===== src/rtl/vx_commit_timeit_pkg.sv =====
// Shared types and sizing helpers for the commit/timeit block.
// Build option: TIMEIT_REENTRY_EN lets a finished warp window restart on a later start commit.
`ifndef NUM_WARPS
`define NUM_WARPS 4
`endif
`ifndef NUM_THREADS
`define NUM_THREADS 4
`endif

package VX_timeit_pkg;

  typedef enum logic [1:0] {
    IDLE   = 2'd0,
    ACTIVE = 2'd1,
    DONE   = 2'd2
  } timeit_state_t;

  // Width that holds every lane of every port retiring at once.
  function automatic int csize_w(input int num_exu, input int num_threads);
    return $clog2(num_exu * num_threads + 1);
  endfunction

  // Warp id width, never narrower than one bit.
  function automatic int nw_bits(input int num_warps);
    return (num_warps > 1) ? $clog2(num_warps) : 1;
  endfunction

endpackage


===== src/rtl/VX_popcount.sv =====
// Combinational population count of an N-bit vector.
module VX_popcount #(
  parameter int N     = 4,
  parameter int OUT_W = $clog2(N + 1)
) (
  input  logic [N-1:0]     data_in,
  output logic [OUT_W-1:0] data_out
);

  always_comb begin
    data_out = '0;
    for (int i = 0; i < N; i++) begin
      data_out = data_out + OUT_W'(data_in[i]);
    end
  end

endmodule


===== src/rtl/vx_commit_timeit_warp_fsm.sv =====
// Per-warp timeit window tracker: IDLE -> ACTIVE on start, ACTIVE -> DONE on end.
// Build option: TIMEIT_REENTRY_EN allows DONE -> ACTIVE on a later start.
module VX_timeit_warp_fsm
  import VX_timeit_pkg::*;
(
  input  logic clk,
  input  logic reset,
  input  logic enable,
  input  logic enable_rise,
  input  logic start_hit,
  input  logic end_hit,
  output logic active
);

  timeit_state_t state_q, state_d;
  logic          active_q, active_d;

  always_comb begin
    state_d = state_q;
    // Disabled or freshly re-armed: every warp restarts from IDLE.
    if (!enable || enable_rise) begin
      state_d = IDLE;
    end else begin
      case (state_q)
        IDLE:    if (start_hit) state_d = ACTIVE;
        ACTIVE:  if (end_hit)   state_d = DONE;
        DONE: begin
`ifdef TIMEIT_REENTRY_EN
          if (start_hit) state_d = ACTIVE;
`else
          state_d = DONE;
`endif
        end
        default: state_d = IDLE;
      endcase
    end
    active_d = (state_d == ACTIVE);
  end

  always_ff @(posedge clk) begin
    if (!reset) begin
      state_q  <= IDLE;
      active_q <= 1'b0;
    end else begin
      state_q  <= state_d;
      active_q <= active_d;
    end
  end

  assign active = active_q;

endmodule


===== src/rtl/vx_commit_timeit.sv =====
// Commit-stage master of the CSR commit interface: retired-lane count plus per-warp timeit gating.
// Build option: TIMEIT_REENTRY_EN (see VX_timeit_warp_fsm).
module vx_commit_timeit
  import VX_timeit_pkg::*;
#(
  parameter int NUM_EXU     = 5,
  parameter int NUM_WARPS   = `NUM_WARPS,
  parameter int NUM_THREADS = `NUM_THREADS,
  parameter int NW_BITS     = nw_bits(NUM_WARPS),
  parameter int CSIZE_W     = csize_w(NUM_EXU, NUM_THREADS)
) (
  input  logic                           clk,
  input  logic                           reset,
  input  logic [NUM_EXU-1:0]             commit_fire,
  input  logic [NUM_EXU*NW_BITS-1:0]     commit_wid,
  input  logic [NUM_EXU*NUM_THREADS-1:0] commit_tmask,
  input  logic [NUM_EXU*32-1:0]          commit_pc,
  input  logic [NUM_EXU-1:0]             commit_eop,
  input  logic                           timeit_enable,
  input  logic [31:0]                    timeit_start_addr,
  input  logic [31:0]                    timeit_end_addr,
  output logic                           valid,
  output logic [CSIZE_W-1:0]             commit_size,
  output logic [NUM_WARPS-1:0]           timeit_active
);

  localparam int PCNT_W = $clog2(NUM_THREADS + 1);

  logic [NUM_EXU-1:0] contrib;
  logic [PCNT_W-1:0]  port_cnt [NUM_EXU];

  logic               valid_q, valid_d;
  logic [CSIZE_W-1:0] size_q, size_d;
  logic               en_hist_q, en_hist_d;
  logic               enable_rise;

  // Only the final packet of an instruction retires its lanes.
  assign contrib = commit_fire & commit_eop;

  for (genvar gi = 0; gi < NUM_EXU; gi++) begin : g_pcnt
    VX_popcount #(
      .N     (NUM_THREADS),
      .OUT_W (PCNT_W)
    ) u_popcount (
      .data_in  (commit_tmask[gi*NUM_THREADS +: NUM_THREADS]),
      .data_out (port_cnt[gi])
    );
  end

  always_comb begin
    size_d = '0;
    for (int k = 0; k < NUM_EXU; k++) begin
      if (contrib[k]) size_d = size_d + CSIZE_W'(port_cnt[k]);
    end
    valid_d   = |contrib;
    en_hist_d = timeit_enable;
  end

  assign enable_rise = timeit_enable && !en_hist_q;

  always_ff @(posedge clk) begin
    if (!reset) begin
      valid_q   <= 1'b0;
      size_q    <= '0;
      en_hist_q <= 1'b0;
    end else begin
      valid_q   <= valid_d;
      size_q    <= size_d;
      en_hist_q <= en_hist_d;
    end
  end

  assign valid       = valid_q;
  assign commit_size = size_q;

  for (genvar gi = 0; gi < NUM_WARPS; gi++) begin : g_warp
    logic start_hit, end_hit;

    // Several ports may hit the same warp in one cycle; OR them per event type.
    always_comb begin
      start_hit = 1'b0;
      end_hit   = 1'b0;
      for (int k = 0; k < NUM_EXU; k++) begin
        if (contrib[k] && (commit_wid[k*NW_BITS +: NW_BITS] == NW_BITS'(gi))) begin
          if (commit_pc[k*32 +: 32] == timeit_start_addr) start_hit = 1'b1;
          if (commit_pc[k*32 +: 32] == timeit_end_addr)   end_hit   = 1'b1;
        end
      end
    end

    VX_timeit_warp_fsm u_fsm (
      .clk         (clk),
      .reset       (reset),
      .enable      (timeit_enable),
      .enable_rise (enable_rise),
      .start_hit   (start_hit),
      .end_hit     (end_hit),
      .active      (timeit_active[gi])
    );
  end

endmodule


===== config.mk =====
export PLATFORM = sky130hd
export DESIGN_NAME = vx_commit_timeit
export DESIGN_NICKNAME = d
export VERILOG_FILES = /design/src/rtl/vx_commit_timeit_pkg.sv /design/src/rtl/VX_popcount.sv /design/src/rtl/vx_commit_timeit_warp_fsm.sv /design/src/rtl/vx_commit_timeit.sv
export SDC_FILE = /design/constraint.sdc
export NUM_CORES = 1
export LEC_CHECK = 0
export ABC_CLOCK_PERIOD_IN_PS = 14170
export CAP_MARGIN = 10
export CORE_AREA = 8 8 126 215
export DETAILED_ROUTE_END_ITERATION = 8
export DIE_AREA = 0 0 134 223
export REMOVE_ABC_BUFFERS = 1
export SLEW_MARGIN = 10
export SYNTH_ARGS = -nofsm -noshare
export SYNTH_HDL_FRONTEND = slang
export SYNTH_SLANG_ARGS = --single-unit

===== constraint.sdc =====
create_clock -name clk -period 14.17 [get_ports clk]
set_input_delay 1.417 -clock clk [delete_from_list [all_inputs] [get_ports clk]]
set_output_delay 1.417 -clock clk [all_outputs]
set_load 0.01 [all_outputs]

## Word level (Yosys, flattened, before mapping)

Index checks and enable logic that the tools add are counted.

| storage, ports and cells | value |
|---|---|
| bits of input ports | 267 |
| logic and storage cells | 197 |
| flip-flop bits (word level) | 19 |
| output and inout bits | 10 |

| operators by class | value |
|---|---|
| mux-type cells | 95 |
| eq/ne operators | 37 |
| $add $sub $neg | 19 |
| reductions and logical operators | 34 |
| bitwise operators | 1 |

Operator list:

| kind | number |
|---|---|
| equality test 32 bit | 10 |
| two-way mux 1 bit | 74 |
| adder 3 x 1 -> 3 bit | 10 |
| equality test 2 bit (second input constant) | 14 |
| equality test 2 x 1 -> 1 bit (second input constant) | 13 |
| two-way mux 2 bit | 12 |
| one-hot mux 2 bit (3 select lines) | 4 |
| logical AND 1 bit | 21 |
| adder 5 x 3 -> 5 bit | 4 |
| two-way mux 5 bit | 4 |
| zero test 2 bit | 9 |
| adder 1 x 1 -> 2 bit | 5 |
| bitwise AND 5 bit | 1 |
| OR reduction 5 bit | 1 |
| two-way mux 3 bit | 1 |
| zero test 1 bit | 2 |
| logical OR 1 bit | 1 |

## Longest topological paths before layout

Gate-level depths: netlist of run 1.

| depth | value |
|---|---|
| word-level depth | 15 |
| depth in mapped cells | 23 |
| depth with buffers taken out | 23 |

## Cells and area by module

Synthesis of run 1 repeated with hierarchy kept, for this count alone.

| second synthesis, totals | value |
|---|---|
| cell total of the unflattened synthesis | 763 |
| area total of the unflattened synthesis | 6,000.8 µm² |

By module, submodules not included:

| module | area an instance (µm²) | cells each | seq. area each (µm²) | instances |
|---|---|---|---|---|
| vx_commit_timeit | 5,196.2 | 679 | 140.1 | 1 |
| VX_timeit_warp_fsm | 121.4 | 11 | 60.1 | 4 |
| VX_popcount | 63.8 | 8 | 0.0 | 5 |

## Least setup slack after synthesis of run 1

OpenSTA, ideal clock, no wires.

| timing path | value |
|---|---|
| path kind | input to register |
| from | input commit_tmask[0] |
| to | register size_q[4] (netlist: commit_size[4]) |
| path buffers | 0 |
| stages on the path | 21 |
| arrival | 5,894 ps |
| setup slack | 8,161 ps |
| data required time | 14,055 ps |
| setup time | 115 ps |
| cell sequence | ha_1 > inv_1 > fa_1 > nor2_1 > ha_1 > inv_1 > fa_1 > nor2_1 > a21oi_1 > fa_1 > mux2i_1 > fa_1 > mux2_2 > fa_1 > a21oi_1 > nor2_1 > o21ai_0 > xnor2_1 > mux2i_1 > xor2_1 > and2_1 |

| between the ends | value |
|---|---|
| longest elaborated chain between the ends | 12 |

Ends and longest elaborated chain:

| item | line | RTL |
|---|---|---|
| start: declaration | vx_commit_timeit.sv:16 | `input logic [NUM_EXU*NUM_THREADS-1:0] commit_tmask,` |
| adder 1 x 1 -> 2 bit * | VX_popcount.sv:13 | `data_out = data_out + OUT_W'(data_in[i]);` |
| adder 3 x 1 -> 3 bit * (2 in series) | VX_popcount.sv:13 |  |
| two-way mux 3 bit * | vx_commit_timeit.sv:53 | `if (contrib[k]) size_d = size_d + CSIZE_W'(port_cnt[k]);` |
| adder 5 x 3 -> 5 bit | vx_commit_timeit.sv:53 |  |
| two-way mux 5 bit * | vx_commit_timeit.sv:53 |  |
| adder 5 x 3 -> 5 bit | vx_commit_timeit.sv:53 |  |
| two-way mux 5 bit * | vx_commit_timeit.sv:53 |  |
| adder 5 x 3 -> 5 bit | vx_commit_timeit.sv:53 |  |
| two-way mux 5 bit * | vx_commit_timeit.sv:53 |  |
| adder 5 x 3 -> 5 bit | vx_commit_timeit.sv:53 |  |
| two-way mux 5 bit * | vx_commit_timeit.sv:53 |  |
| end signal: assignment | vx_commit_timeit.sv:68 | `size_q <= size_d;` |
| end: declaration | vx_commit_timeit.sv:33 | `logic [CSIZE_W-1:0] size_q, size_d;` |

Every way passes the cells marked *; elsewhere a longest branch is shown, timed or not.
A chain may end at the register's enable or synchronous reset.

## Final worst setup path of run 1

Same ends and word-level chain as after synthesis.

==> impl_metrics.py, run 1 <==
metrics = {
    "routing": {
        "route.antenna.remaining_nets": 0,
        "detailroute.via_count": 6088,
        "drt-wirelength-per-cell_um": 27.66,
        "dr.first_iter.drc_count": 257,
        "routed_wl_mm": 34.88,
        "vias_per_cell": 4.828,
        "route.detailed.drc": 0,
        "detailedRoute.firstPassIterationCount": 4,
    },
    "pwr": {
        "worst_ir_drop_vdd_mv": 0.04374,
        "seq_power_share": 0.134,
        "leakage_nw": 2.760,
        "clkPwrFrac": 0.149,
        "power_switching_share": 0.4137,
        "combPwrFrac": 0.718,
        "cellPowerDensity_nw_per_um2": 48.63,
        "internal_power_uw": 247.2,
        "total_power_uw": 421.6,
        "power.net_switching_uw": 174.4,
    },
    "cts": {
        "postCtsSetupBuffers": 0,
        "clk_pin_slew_ps": 60,
        "post_cts_resized": 0,
        "tritoncts.num_buffers": 3,
        "max-clock-path-buffers": 2,
        "clk_latency_ps": 260,
        "htreeDepth": 1,
        "cts_tree": "built",
        "cts-hold-fix-buffers": 0,
        "root_buffer": "clkbuf_16",
        "clock_sinks": 19,
    },
    "die": {
        "dieArea_um2": 29880,
        "die_height_um": 223,
        "floorplan.die.width_um": 134,
        "std_cell_rows": 76,
        "core_region_area_um2": 24250,
        "num_io_pins": 277,
        "initial_utilization": 0.2441,
    },
    "yosys": {
        "yosysTopAreaCell": "xnor2_1",
        "synthCells": 738,
        "yosys_warnings": 0,
        "mapped_area_um2": 5919,
        "synth_edf_count": 0,
        "ys.flop_type": "dfxtp_1",
        "synth-seq-area-share": 0.06426,
        "synth_seq_cells": 19,
        "synth_async_sr_flop_share": 0,
        "synthTopCellsByArea": "xnor2_1 (47%), nand4_1 (8.7%), dfxtp_1 (6.4%)",
        "netlist-cell-type-count": 47,
        "synth_top_area_share": 0.4720,
        "synthesis.area_per_instance_um2": 8.021,
    },
    "grt": {
        "grt_pass1_wl_mm": 48.06,
        "grt_overflow_total": 0,
        "grt_max_degree": 12,
        "antenna_violations_before_repair": 9,
        "globalRouteTotalUtil": 0.2273,
        "vias_in_the_first_global_route": 6971,
    },
    "placement": {
        "port_buffers": 276,
        "post_place_worst_slack_ps": 7187,
        "routabilityCongestion": 0.9895,
        "postPlaceCellArea_um2": 8584,
        "dp_hpwl_mm": 31.42,
    },
    "critical_path": {
        "slowest_delay_ps": 480,
        "path_max_fanout": 3,
        "crit_path_top_delay_cell": "fa_1",
        "start_kind": "primary input",
        "critical_path_required_ps": 14330,
        "worst_setup_path_end_kind": "register",
        "cp_common_cell": "fa_1",
        "critical_path.cell_chain": "clkdlybuf4s50_1 -> ha_1 -> inv_1 -> fa_1 -> nor2_1 -> ha_1 -> inv_1 -> fa_1 -> nor2_1 -> a21oi_1 -> fa_1 -> mux2i_1 -> fa_1 -> mux2_2 -> fa_1 -> a21oi_1 -> nor2_1 -> o21ai_0 -> xnor2_1 -> mux2i_1 -> xor2_1 -> and2_1",
        "critPathBufInv": 3,
        "worst_path_dominant_cell_family": "adder cells",
        "worstSetupPathType": "primary input to register",
        "critical_path_arrival_ps": 6790,
    },
    "hold_path": {
        "hp-class": "register to register",
    },
    "layout": {
        "final_common_cell": "xnor2_1",
        "post_route_cells_drive_above_1_share": 0.01795,
        "final_area_um2": 8670,
        "layout.core_utilization": 0.3575,
        "layout.cells.most_common_list": "xnor2_1 (319), clkdlybuf4s50_1 (276), nand4_1 (82), nor2_1 (32)",
        "area_growth_pct": 46.46,
        "fin_nets": 1247,
    },
    "timing": {
        "rsz0062_at_grt": "no",
        "slew_viol_final": 0,
        "final-setup-viol-count": 0,
        "slew_headroom": 0.4683,
        "finalWorstPathRequiredPeriod_ps": 6634,
        "postLayoutSetupSlackWorst_ps": 7536,
        "fin_worst_skew_ps": 1.708,
        "final.setup.tns_ps": 0,
        "final_hold_viol_count": 0,
        "timing_worst_slew_pin_value_ps": 790.3,
        "achievable-frequency_mhz": 150.7,
        "final.period_utilization": 0.4682,
    },
    "job": {
        "maxCapViolations": 0,
    },
    "status": {
        "run_status": "finished clean",
    },
}
## power groups by stage
| stage | logic (mW) | registers [mW] | clock network [mW] |
|---|---|---|---|
| after floorplan | 0.130 | 0.0583 | 0 |
| after global placement | 0.300 | 0.0575 | 0 |
| after detailed placement | 0.300 | 0.0574 | 0 |
| after CTS | 0.302 | 0.0563 | 0.0640 |
| after global routing | 0.321 | 0.0564 | 0.0656 |
| final | 0.303 | 0.0563 | 0.0627 |
## worst paths after layout
check                                           startpoint                          to  slack (ps)  cells after the start
worst min-delay path            g_warp[2].u_fsm.state_q[1]  g_warp[2].u_fsm.state_q[1]         490                      2
worst min register to register  g_warp[2].u_fsm.state_q[1]  g_warp[2].u_fsm.state_q[1]         490                      2
worst max register to register  g_warp[0].u_fsm.state_q[0]      g_warp[0].u_fsm.active       13000                      3
worst max-delay path                       commit_tmask[0]              commit_size[4]        7540                     22
## metrics by stage
| stage | hold WS, ps | std cells |
|---|---|---|
| after detailed placement | 479.7 | 1255 |
| after global placement | 478.0 | 1255 |
| after global routing | 520.3 | 1260 |
| after CTS | 489.8 | 1259 |
| final | 487.9 | 1261 |
| after floorplan | 445.6 | 667 |
## cell families (layout without fill, tap and decap cells)
logic type	count (synthesis)	after routing	synth area share
AO/OA/AOI/OAI	47	47	0.05897
XOR/XNOR	330	330	0.4959
buffers and inverters	101	310	0.1015
multiplexers	7	7	0.01289
flip-flops	19	19	0.06426
AND/OR/NAND/NOR	202	202	0.1875
other	0	2	0
adder cells (fa/ha/maj)	32	32	0.07905
## synth_stat cells, types with 2 or more instances
| library cell | n |
|---|---|
| nor2b_1 | 2 |
| xnor2_2 | 6 |
| xnor2_1 | 319 |
| mux2i_1 | 2 |
| nand4_1 | 82 |
| a21oi_1 | 9 |
| nor3_1 | 2 |
| o41a_1 | 2 |
| buf_4 | 9 |
| a21o_1 | 3 |
| inv_1 | 30 |
| o32ai_1 | 2 |
| xor2_1 | 5 |
| nand2b_1 | 4 |
| clkbuf_1 | 2 |
| mux2_2 | 5 |
| nor2_1 | 32 |
| o22ai_1 | 6 |
| o41ai_1 | 5 |
| ha_1 | 23 |
| or3_1 | 3 |
| a211oi_1 | 2 |
| o21a_1 | 2 |
| and2_1 | 7 |
| buf_6 | 18 |
| o21ai_0 | 5 |
| nor3b_1 | 3 |
| nand2_1 | 30 |
| nor4_1 | 26 |
| buf_2 | 42 |
| or4_1 | 2 |
| o211a_1 | 3 |
| dfxtp_1 | 19 |
| nand3_1 | 5 |
| fa_1 | 9 |
## registers in the layout (all words and copies together) (netlist names)
signal	flops
g_warp.u_fsm.active	4
g_warp.u_fsm.state_q	8
valid	1
en_hist_q	1
commit_size	5
## tightest hold or removal path, delay by kind of cell (launching register included)
kind	cells	cell delay, ps
flip-flops	1	320
AO/OA/AOI/OAI	1	60
AND/OR/NAND/NOR	1	60
## layer usage
metal  GRT usage  routed length [µm]
met1      0.1874               10420
met2      0.4474               19210
met3     0.04910                2162
met4      0.1791                2999
met5           0                  83
## final cells by class
class                           count  area (µm²)
Clock inverter                      1       5.005
Multi-Input combinational cell    618        4938
Fill cell                        2585       15580
Timing Repair Buffer              276        2763
Sequential cell                    19       380.4
Antenna cell                        2       5.005
Inverter                           30       112.6
Clock buffer                        3       75.07
Tap cell                          312       390.4
Power figures use the tool's default switching activity.
==> run 2, diff against run 1 <==
--- a/config.mk
+++ b/config.mk
@@ -5,7 +5,7 @@
 export SDC_FILE = /design/constraint.sdc
 export NUM_CORES = 1
 export LEC_CHECK = 0
-export ABC_CLOCK_PERIOD_IN_PS = 14170
+export ABC_CLOCK_PERIOD_IN_PS = 5750
 export CAP_MARGIN = 10
 export CORE_AREA = 8 8 126 215
 export DETAILED_ROUTE_END_ITERATION = 8
==> constraint.sdc (replaced) <==
create_clock -name clk -period 5.75 [get_ports clk]
set_input_delay 0.575 -clock clk [delete_from_list [all_inputs] [get_ports clk]]
set_output_delay 0.575 -clock clk [all_outputs]
set_load 0.01 [all_outputs]
==> impl_metrics.py, run 2 (synthesized netlist as in run 1, its figures left out) <==
metrics = {
    "status": {
        "run_status": "finished clean",
    },
    "critical_path": {
        "critical_path_required_ps": 5910,
        "worst_setup_path_end_kind": "register",
        "critical_path_arrival_ps": 5530,
        "worstSetupPathType": "primary input to register",
        "start_kind": "primary input",
        "rrSetupSlack_ps": 4470,
        "critical_path.reg2reg.endpoint": "g_warp[0].u_fsm.state_q[0]",
        "slowest_delay_ps": 470,
        "timing.rr.start": "g_warp[0].u_fsm.state_q[0]",
        "cp_common_cell": "fa_1",
        "reg2regPathDepth": 3,
        "path_max_fanout": 3,
        "critical_path.cell_chain": "clkdlybuf4s50_1 -> ha_1 -> inv_1 -> fa_1 -> nor2_2 -> ha_2 -> inv_1 -> fa_1 -> nor2_1 -> a21oi_2 -> fa_1 -> mux2i_2 -> fa_1 -> mux2_2 -> fa_2 -> a21oi_2 -> nor2_1 -> o21ai_0 -> xnor2_1 -> mux2i_1 -> xor2_1 -> and2_1",
        "crit_path_top_delay_cell": "fa_1",
        "worst_path_dominant_cell_family": "adder cells",
        "critPathBufInv": 3,
    },
    "pwr": {
        "combPwrFrac": 0.724,
        "seq_power_share": 0.132,
        "leakage_nw": 2.786,
        "worst_ir_drop_vdd_mv": 0.1055,
        "cellPowerDensity_nw_per_um2": 120.7,
        "internal_power_uw": 623.4,
        "power.net_switching_uw": 431.4,
        "power_switching_share": 0.4090,
        "clkPwrFrac": 0.144,
        "total_power_mw": 1.055,
    },
    "routing": {
        "detailedRoute.firstPassIterationCount": 4,
        "routed_wl_mm": 34.83,
        "vias_per_cell": 4.860,
        "route.antenna.remaining_nets": 0,
        "route.detailed.drc": 0,
        "drt-wirelength-per-cell_um": 27.47,
        "detailroute.via_count": 6163,
        "dr.first_iter.drc_count": 239,
    },
    "placement": {
        "dp_hpwl_mm": 31.71,
        "postPlaceCellArea_um2": 8630,
        "port_buffers": 276,
        "routabilityCongestion": 1.012,
        "post_place_worst_slack_ps": -223.2,
    },
    "timing": {
        "timing_worst_slew_pin_value_ps": 791.9,
        "rsz0062_at_grt": "no",
        "final.period_utilization": 0.9330,
        "postLayoutSetupSlackWorst_ps": 385.0,
        "slew_headroom": 0.4683,
        "finalWorstPathRequiredPeriod_ps": 5365,
        "slew_viol_final": 0,
        "fin_worst_skew_ps": 9.562,
        "achievable-frequency_mhz": 186.4,
        "final-setup-viol-count": 0,
        "final_hold_viol_count": 0,
    },
    "layout": {
        "final.fill_count": 2576,
        "largest_register_ffs": 8,
        "final_area_um2": 8741,
        "post_route_cells_drive_above_1_share": 0.03145,
        "final_common_cell": "xnor2_1",
        "registers.top_by_ff_count": "g_warp.u_fsm.state_q",
        "area_growth_pct": 47.66,
        "layout.cells.most_common_list": "xnor2_1 (319), clkdlybuf4s50_1 (276), nand4_1 (82), nor2_1 (31)",
        "fin_nets": 1254,
    },
    "die": {
        "initial_utilization": 0.2441,
        "num_io_pins": 277,
        "core_region_area_um2": 24250,
        "dieArea_um2": 29880,
        "std_cell_rows": 76,
        "die_height_um": 223,
        "floorplan.die.width_um": 134,
    },
    "hold_path": {
        "whs_path_depth": 2,
        "hp-class": "register to register",
        "worst_hold_startpoint": "g_warp[2].u_fsm.state_q[1]",
        "holdPathEnd": "g_warp[2].u_fsm.state_q[1]",
    },
    "grt": {
        "grt_overflow_total": 0,
        "grtUsageMet1": 0.1765,
        "grt_use_met2": 0.4492,
        "globalRouteTotalUtil": 0.2260,
        "antenna_violations_before_repair": 9,
        "gr-max-usage-layer": "met2",
        "grt_pass1_wl_mm": 47.67,
        "vias_in_the_first_global_route": 7049,
        "grt_max_degree": 12,
        "globalRouteMet3Util": 0.05428,
    },
    "cts": {
        "htreeDepth": 1,
        "cts-hold-fix-buffers": 0,
        "root_buffer": "clkbuf_16",
        "clock_sinks": 19,
        "tritoncts.num_buffers": 3,
        "max-clock-path-buffers": 2,
        "cts_tree": "built",
        "clk_latency_ps": 260,
        "clk_pin_slew_ps": 60,
    },
    "job": {
        "maxCapViolations": 0,
    },
}
-- run 2: worst min-delay path, delay by kind of cell, from the launching register on --
kind | cells | cell delay, ps
flops | 1 | 320
simple gates | 1 | 60
compound gates | 1 | 60
-- run 2: worst max-delay path by stage --
| stage | startpoint | to | slack, ps | cells past startpoint |
|---|---|---|---|---|
| after floorplan | commit_tmask[0] | commit_size[4] | 570 | 21 |
| after global placement | commit_tmask[0] | commit_size[4] | -180 | 22 |
| after detailed placement | commit_tmask[0] | commit_size[4] | -220 | 22 |
| after CTS | commit_tmask[0] | commit_size[4] | 50 | 22 |
| after global routing | commit_tmask[0] | commit_size[4] | 50 | 22 |
| final | commit_tmask[0] | commit_size[4] | 380 | 22 |
-- run 2: final cells by class --
cell class,count,area (µm²),area share
timing repair buffer,283,2815,0.3221
clock buffer,3,75.07,0.008589
sequential,19,380.4,0.04352
clock inverter,1,5.005,0.0005726
inverter,30,112.6,0.01288
tap,312,390.4,0.04466
antenna,2,5.005,0.0005726
multi-input combinational,618,4957,0.5671
-- run 2: power by group through the flow --
stage	clock, mW	sequential, mW	combinational (mW)
4_1_cts	0.158	0.139	0.758
5_1_grt	0.161	0.140	0.812
3_3_place_gp	0	0.143	0.750
2_1_floorplan	0	0.144	0.320
3_5_place_dp	0	0.142	0.752
6_report	0.152	0.139	0.764
-- run 2: layer usage --
| layer | wire length [µm] | up-vias | part of all wire |
|---|---|---|---|
| met4 | 3180 | 14 | 0.091 |
| met3 | 2163 | 92 | 0.062 |
| met1 | 10220 | 2852 | 0.29 |
| met5 | 85 | - | 0.0024 |
| met2 | 19180 | 292 | 0.55 |
| li1 | - | 2913 | - |
-- run 2: through the flow --
stage / util / TNS [ps] / std cells / hold WS, ps
after floorplan: - / 0 / 667 / 445.6
after global placement: 0.3559 / -182.1 / 1261 / 481.0
after detailed placement: 0.3559 / -223.2 / 1261 / 488.2
after CTS: 0.3592 / 0 / 1265 / 494.7
after global routing: 0.3604 / 0 / 1267 / 519.5
final: 0.3605 / 0 / 1268 / 487.9
-- run 2: repair_timing --
item                       in CTS  in global routing
resized for setup               0                  8
setup buffers                   0                  1
setup endpoints to repair       0                  1
hold endpoints to repair        0                  0
